**config.mk**
```make
export PLATFORM = sky130hd
export DESIGN_NAME = hold_rate_counter
export DESIGN_NICKNAME = d
export VERILOG_FILES = /design/src/rtl/hold_rate_counter.sv
export SDC_FILE = /design/constraint.sdc
export NUM_CORES = 1
export LEC_CHECK = 0
export ABC_CLOCK_PERIOD_IN_PS = 3600
export BUFFER_PORTS_ARGS = -buffer_cell sky130_fd_sc_hd__clkbuf_2
export CAP_MARGIN = 25
export CORE_MARGIN = 5
export CORE_UTILIZATION = 25
export DETAILED_ROUTE_END_ITERATION = 12
export GPL_TIMING_DRIVEN = 0
export HOLD_SLACK_MARGIN = 0.06
export PLACE_DENSITY_LB_ADDON = 0.1
export SLEW_MARGIN = 20
export SYNTH_ARGS = -nofsm -noshare
export SYNTH_HDL_FRONTEND = slang
export SYNTH_SLANG_ARGS = --single-unit
```
**constraint.sdc**
```tcl
create_clock -name clk -period 3.6 [get_ports clk]
set_clock_uncertainty 0.15 [all_clocks]
set_input_delay 0.36 -clock clk [delete_from_list [all_inputs] [get_ports clk]]
set_output_delay 0.36 -clock clk [all_outputs]
set_load 0.02 [all_outputs]
```
**src/rtl/hold_rate_counter.sv**
```systemverilog
// hold_rate_counter: two-button up/down counter with debounce,
// two-stage auto-repeat and wrap-or-saturate limit handling.
module hold_rate_counter #(
   parameter int WIDTH        = 28,
   parameter int MAX_VAL      = 2**WIDTH-1,
   parameter int DEBOUNCE_CYC = 1_000_000,
   parameter int HOLD1_CYC    = 50_000_000,
   parameter int HOLD2_CYC    = 200_000_000,
   parameter int SLOW_PERIOD  = 10_000_000,
   parameter int FAST_PERIOD  = 1_000_000,
   parameter int WRAP         = 1
) (
   input  logic             clk,
   input  logic             reset,
   input  logic             btn_up,
   input  logic             btn_down,
   output logic [WIDTH-1:0] count,
   output logic [1:0]       phase,
   output logic             step,
   output logic             at_limit
);

   localparam int DB_W     = (DEBOUNCE_CYC > 1) ? $clog2(DEBOUNCE_CYC) : 1;
   localparam int HOLD_W   = $clog2(HOLD2_CYC);
   localparam int RATE_MAX = (SLOW_PERIOD > FAST_PERIOD) ? SLOW_PERIOD
                                                         : FAST_PERIOD;
   localparam int RATE_W   = (RATE_MAX > 1) ? $clog2(RATE_MAX) : 1;

   localparam logic [DB_W-1:0]   DB_LAST   = DB_W'(DEBOUNCE_CYC - 1);
   localparam logic [HOLD_W-1:0] H1_LAST   = HOLD_W'(HOLD1_CYC - 1);
   localparam logic [HOLD_W-1:0] H2_LAST   = HOLD_W'(HOLD2_CYC - 1);
   localparam logic [RATE_W-1:0] SLOW_LAST = RATE_W'(SLOW_PERIOD - 1);
   localparam logic [RATE_W-1:0] FAST_LAST = RATE_W'(FAST_PERIOD - 1);
   localparam logic [WIDTH-1:0]  MAXV      = WIDTH'(MAX_VAL);

   typedef enum logic [1:0] {
      IDLE  = 2'd0,
      PRESS = 2'd1,
      SLOW  = 2'd2,
      FAST  = 2'd3
   } state_e;

   // bit 0 = up button, bit 1 = down button
   logic [1:0]        raw;
   logic [1:0]        s1_q, s2_q;
   logic [1:0]        db_q, db_d;
   logic [DB_W-1:0]   dbc_q [2];
   logic [DB_W-1:0]   dbc_d [2];
   logic              none_q;

   state_e            state_q, state_d;
   logic              dir_q, dir_d;
   logic [HOLD_W-1:0] hold_q, hold_d, hold_inc;
   logic [RATE_W-1:0] rate_q, rate_d;
   logic [WIDTH-1:0]  count_q, count_d;
   logic              step_q, step_d;
   logic              lim_q, lim_d;
   logic              req, held;

   assign raw = {btn_down, btn_up};

   // A level change is accepted only after DEBOUNCE_CYC differing samples
   always_comb begin
      for (int b = 0; b < 2; b++) begin
         db_d[b]  = db_q[b];
         dbc_d[b] = '0;
         if (s2_q[b] != db_q[b]) begin
            if (dbc_q[b] == DB_LAST) begin
               db_d[b] = ~db_q[b];
            end else begin
               dbc_d[b] = dbc_q[b] + DB_W'(1);
            end
         end
      end
   end

   // Synchroniser, debounce and previous-idle registers
   always_ff @(posedge clk) begin
      if (!reset) begin
         s1_q     <= '0;
         s2_q     <= '0;
         db_q     <= '0;
         dbc_q[0] <= '0;
         dbc_q[1] <= '0;
         none_q   <= 1'b0;
      end else begin
         s1_q     <= raw;
         s2_q     <= s1_q;
         db_q     <= db_d;
         dbc_q[0] <= dbc_d[0];
         dbc_q[1] <= dbc_d[1];
         none_q   <= ~db_q[0] & ~db_q[1];
      end
   end

   // A fresh press requires both buttons released in the previous cycle,
   // so letting go of one of a pressed pair never looks like a press.
   assign req      = db_q[0] ^ db_q[1];
   assign held     = req & (dir_q ? db_q[0] : db_q[1]);
   assign hold_inc = (hold_q == H2_LAST) ? hold_q : hold_q + HOLD_W'(1);

   // Next-state, repeat timing and step decision
   always_comb begin
      state_d = state_q;
      dir_d   = dir_q;
      hold_d  = hold_q;
      rate_d  = rate_q;
      step_d  = 1'b0;
      unique case (state_q)
         IDLE: begin
            hold_d = '0;
            rate_d = '0;
            if (req && none_q) begin
               step_d  = 1'b1;
               dir_d   = db_q[0];
               state_d = PRESS;
            end
         end
         PRESS: begin
            if (!held) begin
               state_d = IDLE;
            end else begin
               hold_d = hold_inc;
               if (hold_q == H1_LAST) begin
                  step_d  = 1'b1;
                  rate_d  = '0;
                  state_d = SLOW;
               end
            end
         end
         SLOW: begin
            if (!held) begin
               state_d = IDLE;
            end else begin
               hold_d = hold_inc;
               if (hold_q == H2_LAST) begin
                  step_d  = 1'b1;
                  rate_d  = '0;
                  state_d = FAST;
               end else if (rate_q == SLOW_LAST) begin
                  step_d = 1'b1;
                  rate_d = '0;
               end else begin
                  rate_d = rate_q + RATE_W'(1);
               end
            end
         end
         FAST: begin
            if (!held) begin
               state_d = IDLE;
            end else begin
               hold_d = hold_inc;
               if (rate_q == FAST_LAST) begin
                  step_d = 1'b1;
                  rate_d = '0;
               end else begin
                  rate_d = rate_q + RATE_W'(1);
               end
            end
         end
         default: state_d = IDLE;
      endcase
   end

   // Step arithmetic with wrap or saturate at the limits
   always_comb begin
      count_d = count_q;
      if (step_d) begin
         if (dir_d) begin
            if (count_q == MAXV) begin
               count_d = (WRAP != 0) ? '0 : MAXV;
            end else begin
               count_d = count_q + WIDTH'(1);
            end
         end else begin
            if (count_q == '0) begin
               count_d = (WRAP != 0) ? MAXV : '0;
            end else begin
               count_d = count_q - WIDTH'(1);
            end
         end
      end
      lim_d = (count_d == '0) || (count_d == MAXV);
   end

   // FSM, counters and registered outputs
   always_ff @(posedge clk) begin
      if (!reset) begin
         state_q <= IDLE;
         dir_q   <= 1'b0;
         hold_q  <= '0;
         rate_q  <= '0;
         count_q <= '0;
         step_q  <= 1'b0;
         lim_q   <= 1'b1;
      end else begin
         state_q <= state_d;
         dir_q   <= dir_d;
         hold_q  <= hold_d;
         rate_q  <= rate_d;
         count_q <= count_d;
         step_q  <= step_d;
         lim_q   <= lim_d;
      end
   end

   assign count    = count_q;
   assign phase    = state_q;
   assign step     = step_q;
   assign at_limit = lim_q;

endmodule

```
# Yosys cells after proc, flatten, opt, wreduce, memory -nomap -nowiden
# Memories as Yosys holds them, arrays and structs flattened.
# Cells that the tools add are included.
# op_classes
div_mod_pow	0
muxes	42
eq_ne	23
n_shift	0
reduce_logical	11
bitwise	7
n_mul	0
order_cmp	0
add_sub_neg	6
# op_table
op	n
2-to-1 mux 24 bit	7
2-to-1 mux 28 bit	6
2-to-1 mux 20 bit	6
one-hot mux 24 bit (4 select lines)	1
== test 28 bit, second input constant	3
adder 28 x 1 -> 28 bit, second input constant	2
logical NOT 28 bit	2
one-hot mux 28 bit (2 select lines)	1
adder 20 x 1 -> 20 bit, second input constant	2
== test 20 bit, second input constant	2
== test 28 x 26 -> 1 bit, second input constant	1
subtractor 28 x 1 -> 28 bit, second input constant	1
adder 24 x 1 -> 24 bit, second input constant	1
== test 24 x 20 -> 1 bit, second input constant	1
== test 24 bit, second input constant	1
inequality test 2 bit, second input constant	7
2-to-1 mux 1 bit	13
2-to-1 mux 2 bit	6
one-hot mux 2 bit (4 select lines)	1
AND reduction 4 bit	2
inequality test 3 bit, second input constant	2
AND reduction 2 bit	3
== test 2 bit, second input constant	2
one-hot mux 1 bit (4 select lines)	1
11 further kinds	15
# word_totals
word_cells	102
mem_bits_rw	40
memories	1
rom_bits	0
latch_bits	0
regBits	92
output_inout_bits	32
in_bits	4
# memory_table
name	depth	word_bits	rd	rd_ports_with_merged_regs	wr	line	source
dbc_q	2	20	2	0	2	47	logic [DB_W-1:0] dbc_q [2];

# Longest topological paths before layout
# logic_depth
depth_word	8
ltp_mapped	13
depth_no_buf	12

# Worst setup path before layout
# Ideal clock, no wire load.
# synth_timing
path_type	register to register
start	register count_q[0] (netlist: count[0])
end	register lim_q (netlist: at_limit)
setup_slack_ps	228
setup_time_ps	69
period_less_slack_ps	3372
stages_incl_launch_ff	12
t_required_ps	3381
n_path_buf	1
arrival_time_ps	3153
cell_sequence	dfxtp_1 > ha_1 > nand4_1 > or4_1 > o21ai_0 > clkbuf_1 > o31ai_1 > a22o_1 > or4_1 > nor2_1 > nand4_1 > o21ai_1
# synth_via
elab_chain_cells	6
word_cells_on_any_way	11
classes_between	add/sub: 2; eq/ne: 2; mux: 4; reduce/logical: 3
# synth_rtl
item	line	source
start: declaration	55	logic [WIDTH-1:0] count_q, count_d;
start signal: assignment	201	count_q <= count_d;
subtractor 28 x 1 -> 28 bit, or another cell as far along	179	count_d = count_q - WIDTH'(1);
2-to-1 mux 28 bit (on tied branches)	176, 170	
2-to-1 mux 28 bit	169	if (dir_d) begin
2-to-1 mux 28 bit *	168	if (step_d) begin
== test 28 bit / logical NOT 28 bit (equally long branches)	183	lim_d = (count_d == '0) || (count_d == MAXV);
logical OR 1 bit *	183	
end signal: assignment	203	lim_q <= lim_d;
end: declaration	57	logic lim_q, lim_d;
# Mark *: on every way between the ends. The rest lies on a longest branch, timed or not.
# A chain may end at the register's enable or synchronous reset.

# Worst setup path in the final report
# layout_timing
start	register hold_q[12]
end	register lim_q (netlist: at_limit)
# layout_via
elab_chain_cells	7
word_cells_on_any_way	11
classes_between	eq/ne: 3; mux: 6; reduce/logical: 2
# layout_rtl
item	line	source
start: declaration	53	logic [HOLD_W-1:0] hold_q, hold_d, hold_inc;
start signal: assignment	199	hold_q <= hold_d;
== test 28 bit / == test 28 x 26 -> 1 bit (equally long branches)	136, 124	
2-to-1 mux 1 bit (on tied branches)	136, 124	
2-to-1 mux 1 bit (on tied branches)	132, 120	
one-hot mux 1 bit (4 select lines) *	109	unique case (state_q)
2-to-1 mux 28 bit *	168	
== test 28 bit / logical NOT 28 bit (equally long branches)	183	
logical OR 1 bit *	183	
# Marked as above.

==> impl_results.md <==
- Tot GR Track Use: 0.146
- Post-Syn Area: between 7000 and 8000 µm²
- Worst-Margin Slew: 0.826 ns
- Worst setup SP type: flop
- RSZ-0062 raised after global routing: yes
- Height of the die: 184 µm
- Rows: 63
- Root buf cell: clkbuf_16
- Core area: 29700 µm²
- Final wirelength: 24800 µm
- Number of remaining DRC errors: 0
- Fill cells: 3160
- Setup ws final: -0.0421 ns
- Area of the die: 33700 µm²
- Peak supply drop: 288 µV
- Synth Flop Type: dfxtp_1
- Via-to-Cell Ratio: 5.10
- Sequential cell area: roughly 2700 µm²
- Synthesis-to-layout area growth: 23.3%
- Worst-Skew Late Latency: roughly 0.42 ns
- Final Hold Fails: 0
- WS Path Type: reg -> reg
- Clock buffer depth: 2
- Register clock-pin slew on the reported worst setup and hold paths: 0.07 ns
- Total chip power: roughly 3200 µW
- Detail Route Antenna Nets: 0
- Synth warnings: 0
- Fin cells: 1421
- DR WL/cell: 17.5 µm
- Io pins: 36
- Diodes inserted: 0
- Port Buf Inserts: 35
- Clock buffer count from CTS: 17
- Htree depth: 4
- Grt ovf: 0
- Dpl cells: roughly 1400
- Layout cells sized above 1: 0.194
- Syn avg cell area: 7.98 µm²
- Min cycle time layout: 3.64 ns
- Area occupied by multi-input gates: slightly below 5000 µm²
- Synthesized flop and latch total: 132
- Vias: 7254
- Failing checks: negative setup slack
- Initial antenna violation count: 0
- Gpl congestion: 0.842
- EDFF count, synth: 0
- Syn Nets: roughly 960
- Required @ worst endpoint: 3.81 ns
- Hpwl dp: ~17000 µm
- CTS tree: done
- Global-route wire length before repair: around 40000 µm
- Sum of negative setup slack: -0.0421 ns
- Nets: 1030
- CP Max Fanout: 10
- 1st-pass router iterations: 5
- Placement Setup Slack: -0.929 ns
- Pwr dens: between 300 and 400 nW/µm²
- Sink Count: 132
- Fmax: 275 MHz
- Max cap viols: 0
- Syn Inst Count: about 950
- Final Slew Violations: 0
- Die width: 184 µm
- Outcome: finished, violations left
- Leak: 0.00325 µW
- Final setup fails: 1
- Largest net degree at the start of global routing: 17
- Number of global-route vias before repair: 6913
- Flop2flop setup slack: -0.04 ns
- Post-synthesis async set-or-reset flop share: 0
- Slew HR: 0.450
- Initial Util: 0.254
- Arr. time, crit path: 3.85 ns
- Fin crit share: 1.01
- DRT iter0 DRCs: 655
- Hold Path Class: in -> reg
- Netlist cell types: 72
- Crit. End Element: flop
- Post-synthesis sequential area ratio: 0.350
[layer usage]
layer,share of wire,track usage,up-vias
met5,0,0,-
met4,0.023,0.0455,0
met3,0.050,0.0305,49
met2,0.46,0.235,189
met1,0.47,0.196,3447
li1,-,-,3569
[worst max-delay path, stage by stage (launching register included)]
cell       delay, ns
dfxtp_1         0.35
or4b_2          0.69
nor4_2          0.32
a2bb2oi_1       0.20
o221a_2         0.38
nor2_4          0.11
buf_4           0.24
buf_4           0.22
nand2_1         0.12
o32a_1          0.21
nor3_1          0.23
nand4_1         0.21
o21ai_1         0.16
[stage by stage]
stage	hold WS, ns	cell area, µm²	utilization
2_1_floorplan	0.262	7540	-
3_3_place_gp	0.265	8210	0.276
3_5_place_dp	0.269	8210	0.276
4_1_cts	0.286	9060	0.305
5_1_grt	0.296	9300	0.313
6_report	0.264	9300	0.313
[cell families after synthesis]
group | synth area share
adders and majority gates | 0.0133
AOI/OAI and AO/OA | 0.149
xor gates and xnor gates | 0.0941
buffers and inverters | 0.0519
DFF | 0.350
muxes | 0.0143
and+or+nand+nor | 0.327
[what timing repair did]
| item | CTS | global route |
|---|---|---|
| buffers inserted | 13 | 9 |
| hold buffers | 2 | 0 |
| endpoints found under the setup margin | 43 | 12 |
| pin swaps | 15 | 19 |
| gates resized for setup | 44 | 48 |
| hold endpoints to repair | 2 | 0 |
[synth_stat cells (all sizes together), types with 4 or more instances]
| cell type | instances | area [µm²] |
|---|---|---|
| buf | 23 | 170 |
| and3 | 26 | 163 |
| or2 | 4 | 25.0 |
| o41ai | 4 | 42.6 |
| nor3 | 28 | 145 |
| nand3 | 61 | 305 |
| o22ai | 6 | 37.5 |
| nand2 | 64 | 240 |
| and4 | 6 | 52.6 |
| or4 | 18 | 150 |
| mux2i | 7 | 70.1 |
| a2bb2oi | 4 | 35.0 |
| inv | 21 | 78.8 |
| or3 | 22 | 138 |
| nor4 | 20 | 146 |
| nor2 | 144 | 548 |
| a22o | 5 | 43.8 |
| o21ai | 42 | 210 |
| clkbuf | 33 | 124 |
| xor2 | 39 | 342 |
| dfxtp | 132 | 2640 |
| a31oi | 13 | 81.3 |
| a211oi | 5 | 37.5 |
| nor4b | 7 | 61.3 |
| a21o | 4 | 32.5 |
| xnor2 | 42 | 368 |
| ha | 8 | 100 |
| and2 | 30 | 189 |
| nand4 | 28 | 175 |
| nor4bb | 5 | 50.1 |
| o31ai | 10 | 75.1 |
| a21oi | 35 | 186 |
[area by class of cell]
type / count / area share
flip-flops and latches: 132 / 0.287
plain buffers: 52 / 0.0323
inverters: 21 / 0.00848
multi-input cells: 735 / 0.519
clock buffers: 17 / 0.0458
well taps: 390 / 0.0525
clock inverters: 15 / 0.0151
repair buffers: 59 / 0.0405
[flip-flops by register name (all words and copies together) (netlist names), 2 cells and up]
| register | cells |
|---|---|
| rate_q | 24 |
| phase | 2 |
| s1_q | 2 |
| s2_q | 2 |
| db_q | 2 |
| dbc_q | 40 |
| hold_q | 28 |
| count | 28 |
[layout by cell type (no fill, tap or decap), drive strengths merged, types with 6 or more instances in the layout]
| master | synthesis | layout |
|---|---|---|
| a21oi | 35 | 35 |
| a31oi | 13 | 13 |
| and2 | 30 | 30 |
| and3 | 26 | 26 |
| and4 | 6 | 6 |
| buf | 23 | 43 |
| clkbuf | 33 | 82 |
| dfxtp | 132 | 132 |
| ha | 8 | 8 |
| inv | 21 | 29 |
| mux2i | 7 | 7 |
| nand2 | 64 | 64 |
| nand3 | 61 | 61 |
| nand4 | 28 | 28 |
| nor2 | 144 | 144 |
| nor3 | 28 | 28 |
| nor4 | 20 | 20 |
| nor4b | 7 | 7 |
| o21ai | 42 | 42 |
| o22ai | 6 | 6 |
| o31ai | 10 | 10 |
| or3 | 22 | 22 |
| or4 | 18 | 18 |
| xnor2 | 42 | 42 |
| xor2 | 39 | 39 |
[final timing paths]
path	from	depth (start not counted)	endpoint
min reg2reg	s1_q[1]	1	s2_q[1]
max reg2reg	hold_q[12]	12	at_limit
max	hold_q[12]	12	at_limit
min	reset	3	count[3]
[power by group]
part	internal [µW]	switching, µW
clock	912	768
sequential	1460	1.70
combinational	7.20	18.0
total	2380	788
Note: power is estimated with default switching activity, not from simulation.
